`config.mk`:
```
export PLATFORM = sky130hd
export DESIGN_NAME = zigbee_chip_spreader
export DESIGN_NICKNAME = d
export VERILOG_FILES = /design/src/rtl/zigbee_chip_spreader.sv
export SDC_FILE = /design/constraint.sdc
export NUM_CORES = 1
export LEC_CHECK = 0
export BUFFER_PORTS_ARGS = -buffer_cell sky130_fd_sc_hd__clkbuf_2
export CAP_MARGIN = 20
export CORE_ASPECT_RATIO = 0.8
export CORE_MARGIN = 5
export CORE_UTILIZATION = 45
export DETAILED_ROUTE_END_ITERATION = 8
export SLEW_MARGIN = 15
export SYNTH_ARGS = -nofsm -noshare
export SYNTH_HDL_FRONTEND = slang
export SYNTH_SLANG_ARGS = --single-unit
```
`constraint.sdc`:
```
create_clock -name clock_in -period 6.7 [get_ports clock_in]
set_clock_uncertainty 0.15 [all_clocks]
set_input_delay 0.67 -clock clock_in [delete_from_list [all_inputs] [get_ports clock_in]]
set_output_delay 0.67 -clock clock_in [all_outputs]
set_load 0.005 [all_outputs]
```
`src/rtl/zigbee_chip_spreader.sv`:
```
// 802.15.4 DSSS spreader: bytes in, 32 chips per nibble out (low nibble first), one chip per chip_clk rise.
// First chip on the first tick >=2 cycles after accept; data_ready drops while the one-byte hold is occupied.
module zigbee_chip_spreader #(
    parameter logic IDLE_LEVEL = 1'b0
) (
    input  logic       clock_in,
    input  logic       reset,
    input  logic       chip_clk,
    input  logic [7:0] data_in,
    input  logic       data_valid,
    input  logic       data_last,
    output logic       data_ready,
    output logic       chip_out,
    output logic       chip_valid,
    output logic       symbol_start,
    output logic       frame_done,
    output logic       underrun,
    output logic       busy
);

    localparam logic [31:0] SEQ0     = 32'hD9C3522E;
    localparam logic [31:0] ODD_MASK = 32'h55555555;

    typedef enum logic [1:0] {
        IDLE  = 2'd0,
        SEND  = 2'd1,
        DRAIN = 2'd2
    } state_t;

    state_t      state_q;
    logic        chip_clk_q;
    logic [7:0]  hold_dat_q;
    logic        hold_last_q;
    logic        hold_full_q;
    logic        hold_full_d;
    logic [7:0]  shift_q;
    logic        cur_last_q;
    logic        nibble_q;
    logic [4:0]  chip_idx_q;
    logic        chip_out_q;
    logic        chip_valid_q;
    logic        symbol_start_q;
    logic        frame_done_q;
    logic        underrun_q;

    logic        tick;
    logic        load;
    logic        unload;
    logic        byte_end;
    logic [3:0]  cur_sym;
    logic [31:0] cur_word;

    // seq(k) is seq(0) rotated right by 4*k; the upper eight symbols also invert odd chips.
    function automatic logic [31:0] chip_seq(input logic [3:0] sym);
        logic [63:0] rot;
        rot      = {SEQ0, SEQ0} >> {sym[2:0], 2'b00};
        chip_seq = rot[31:0] ^ (sym[3] ? ODD_MASK : 32'h0);
    endfunction

    assign tick     = chip_clk & ~chip_clk_q;
    assign load     = data_valid & ~hold_full_q;
    assign byte_end = (state_q == SEND) & tick & (chip_idx_q == 5'd31) & nibble_q;
    assign unload   = hold_full_q & (((state_q == IDLE)) | (byte_end & ~cur_last_q));
    assign cur_sym  = nibble_q ? shift_q[7:4] : shift_q[3:0];
    assign cur_word = chip_seq(cur_sym);

    assign hold_full_d = load | (hold_full_q & ~unload);

    always_ff @(posedge clock_in or negedge reset) begin
        if (!reset) begin
            hold_full_q <= 1'b0;
            hold_dat_q  <= 8'h00;
            hold_last_q <= 1'b0;
        end else begin
            hold_full_q <= hold_full_d;
            if (load) begin
                hold_dat_q  <= data_in;
                hold_last_q <= data_last;
            end
        end
    end

    always_ff @(posedge clock_in or negedge reset) begin
        if (!reset) begin
            state_q        <= IDLE;
            chip_clk_q     <= 1'b0;
            shift_q        <= 8'h00;
            cur_last_q     <= 1'b0;
            nibble_q       <= 1'b0;
            chip_idx_q     <= 5'd0;
            chip_out_q     <= IDLE_LEVEL;
            chip_valid_q   <= 1'b0;
            symbol_start_q <= 1'b0;
            frame_done_q   <= 1'b0;
            underrun_q     <= 1'b0;
        end else begin
            chip_clk_q     <= chip_clk;
            symbol_start_q <= 1'b0;
            frame_done_q   <= 1'b0;
            underrun_q     <= 1'b0;
            case (state_q)
                IDLE: begin
                    if (hold_full_q) begin
                        shift_q    <= hold_dat_q;
                        cur_last_q <= hold_last_q;
                        nibble_q   <= 1'b0;
                        chip_idx_q <= 5'd0;
                        state_q    <= SEND;
                    end
                end
                SEND: begin
                    if (tick) begin
                        chip_out_q     <= cur_word[5'd31 - chip_idx_q];
                        chip_valid_q   <= 1'b1;
                        chip_idx_q     <= chip_idx_q + 5'd1;
                        symbol_start_q <= (chip_idx_q == 5'd0);
                        if (chip_idx_q == 5'd31) begin
                            if (!nibble_q) begin
                                nibble_q <= 1'b1;
                            end else if (cur_last_q) begin
                                state_q <= DRAIN;
                            end else if (hold_full_q) begin
                                // Back-to-back byte: reload without an idle chip in between.
                                shift_q    <= hold_dat_q;
                                cur_last_q <= hold_last_q;
                                nibble_q   <= 1'b0;
                            end else begin
                                underrun_q <= 1'b1;
                                state_q    <= DRAIN;
                            end
                        end
                    end
                end
                DRAIN: begin
                    if (tick) begin
                        chip_out_q   <= IDLE_LEVEL;
                        chip_valid_q <= 1'b0;
                        frame_done_q <= 1'b1;
                        state_q      <= IDLE;
                    end
                end
                default: state_q <= IDLE;
            endcase
        end
    end

    assign data_ready   = ~hold_full_q;
    assign chip_out     = chip_out_q;
    assign chip_valid   = chip_valid_q;
    assign symbol_start = symbol_start_q;
    assign frame_done   = frame_done_q;
    assign underrun     = underrun_q;
    assign busy         = (state_q != IDLE);

endmodule

```
==> impl_metrics.toml <==
[run_status]
status = "finished, final reports clean"

[cts]
cts_tree = "done"
numClockSinks = 33
clock_latency_ns = 0.29
clock-root-buffer = "clkbuf_8"
clk_pin_slew_ns = 0.07
holdBufCountCts = 0
post-cts-setup-buffer-count = 0
clockBufferDepth = 2
cts-htree-levels = 2
numCtsBuffers = 5
cts_resized = 0

[setup_path]
cp_data_arrival_time_ns = 3.49
reg2reg_to = "chip_out$_DFFE_PN0P_"
cp_data_required_time_ns = 6.73
critPathCaptureType = "flop"
path_max_fanout = 13
startpoint = "nibble_q$_DFFE_PN0P_"
crit_path_start_kind = "flop"
crit_type = "flop to flop"
r2r_slack_ns = 3.24
r2r_cells = 8
rr_startpoint = "nibble_q$_DFFE_PN0P_"

[synth]
synth_warnings = 0
synth_flop_cell = "dfrtp_1"
synth_edf_count = 0
ys_seq_elements = 33
syn_area_sq_um = 2390
post_synth_num_cell_types = 57
synth_cells = 238
syn_avg_cell_area_sq_um = 10.1
async_flop_share_pct = 100
yosysSeqAreaShare_pct = 34.5
synth_fp_nets = 260

[sta]
finalHoldViolCount = 0
worst_pin_slew_ns = 0.813
finalCriticalPeriod_ns = 3.46
rsz0062_at_grt = "false"
report.final.slew_viol_count = 0
period_share_pct = 51.7
slew_headroom_pct = 45.8
setup_viol = 0
fmax_ghz = 0.289
tns_ns = 0

[routing]
drc = 0
first_iter_violations = 164
avgRoutedWirePerCell_microns = 15.8
routed_wl_microns = 4950
drt_pass1_iterations = 4
num_vias = 1812
viasPerCell = 5.79
antenna_left = 0

[finish]
design_area_sq_um = 2480
final_core_utilization_pct = 48.7
layout.nets = 272
nFillCells = 486
drive_gt1_share_pct = 24.3
final_cell_mix = "33 x dfrtp_1, 23 x nand2_1, 19 x clkbuf_2"
syn2layout_area_growth_pct = 3.77
final_common_cell = "dfrtp_1"
n_antenna_cell = 0

[grt]
grt_pass1_vias = 1757
grt_max_degree = 34
grt_usage_pct = 15.6
grt_overflow = 0
antenna_found_initial = 0
grt_pass1_wl_microns = 8530

[floorplanning]
die-area_sq_um = 6880
die_h_microns = 75.2
start_util_pct = 47.0
io_pins = 20
core_area_sq_um = 5090
rows = 23
die_x_microns = 91.5

[job]
max-cap-violations = 0

[power]
p_leak_nw = 1.06
vdd_drop_max_uv = 245
powerDensity_nw_per_um2 = 520

[place]
placed_cell_area_sq_um = 2400
port_buffers = 19
hpwlAfterDp_microns = 3460
gp_congestion = 0.921

[min_path]
hold_path_class = "input port to asynchronous set/reset pin"
==> registers in the layout, summed over array words and instances, names as in the netlist, 2 cells and up <==
signal	flops
shift_q	8
state_q	2
chip_idx_q	5
hold_dat_q	8
==> area by class of cell <==
| type | count | area (sq um) | area share [%] |
|---|---|---|---|
| Timing Repair Buffer | 19 | 95.1 | 3.83 |
| Multi-Input combinational cell | 182 | 1350 | 54.5 |
| Clock buffer | 8 | 80.1 | 3.23 |
| Tap cell | 62 | 77.6 | 3.13 |
| Inverter | 9 | 50.0 | 2.02 |
| Sequential cell | 33 | 826 | 33.3 |
==> report_power, final <==
part / total, mW / internal [mW] / switching (mW)
logic: 0.765 / 0.339 / 0.426
registers: 0.382 / 0.271 / 0.111
clock network: 0.143 / 0.0737 / 0.0696
==> Yosys cell counts, types with 2 or more instances <==
cell type  instances  share of area, %
a2111oi_0          2              0.73
a211oi_1           5               1.6
a21oi_1            9               1.9
a22o_1             2              0.73
a311oi_1           3               1.1
a31oi_1            4               1.0
and3_1             3              0.78
buf_6              6               2.8
clkbuf_8           5               2.9
dfrtp_1           33                35
ha_1               9               4.7
inv_1              6              0.94
mux2_2            17               8.0
mux2_4             2               1.3
mux2i_1            7               2.9
mux2i_4            3               2.8
nand2_1           23               3.6
nand2_2            2              0.52
nand2b_1           6               1.6
nand3_1            6               1.3
nor2_1            15               2.4
nor2b_1            2              0.52
nor3_1             8               1.7
o2111ai_1          2              0.73
o211ai_1           3              0.94
o21ai_0            7               1.5
o21ai_1            6               1.3
o221ai_1           2              0.73
o31ai_1            2              0.63
o32ai_1            2              0.73
or2_2              2              0.52
or3_1              2              0.52
xnor2_1            8               2.9
==> layer usage <==
metal / wire, microns / track usage, % / up-vias
met2: 2040 / 23.2 / 56
met4: 91 / 5.52 / 0
met1: 2470 / 21.9 / 857
met3: 349 / 4.20 / 10
met5: 0 / 0 / -
li1: - / - / 889
==> metrics by stage <==
stage / hold WS (ns) / power, mW / std cells / setup WS [ns]
after floorplan: 0.224 / 1.07 / 238 / 4.10
after global placement: 0.315 / 1.14 / 305 / 3.31
after detailed placement: 0.328 / 1.14 / 305 / 3.24
after CTS: 0.341 / 1.29 / 313 / 3.22
after global routing: 0.355 / 1.39 / 313 / 2.91
final: 0.313 / 1.29 / 313 / 3.24
==> critical path: stages (launching register included) <==
cell and delay (ns):
dfrtp_1 0.71, mux2i_2 0.74, inv_2 0.24, ha_1 0.27, nand2b_1 0.16, and3_1 0.18, a2111oi_0 0.42, o211ai_1 0.14
o41ai_1 0.35
==> worst max-delay path by stage <==
stage                           endpoint  slack, ns  cells after the start
floorplan           chip_out$_DFFE_PN0P_       4.10                     11
global placement    chip_out$_DFFE_PN0P_       3.31                     10
detailed placement  chip_out$_DFFE_PN0P_       3.24                     10
CTS                 chip_out$_DFFE_PN0P_       3.22                     10
global route        chip_out$_DFFE_PN0P_       2.91                     10
finish              chip_out$_DFFE_PN0P_       3.24                      8
==> cells by family after synthesis <==
group	Yosys count	synth area share (%)
DFF	33	34.5
muxes	30	15.6
adders and majority gates	9	4.71
xor gates and xnor gates	9	3.30
buffers and inverters	23	8.89
AOI/OAI and AO/OA	60	18.0
and+or+nand+nor	74	15.0
No activity file was read; power rests on OpenSTA's default activity.
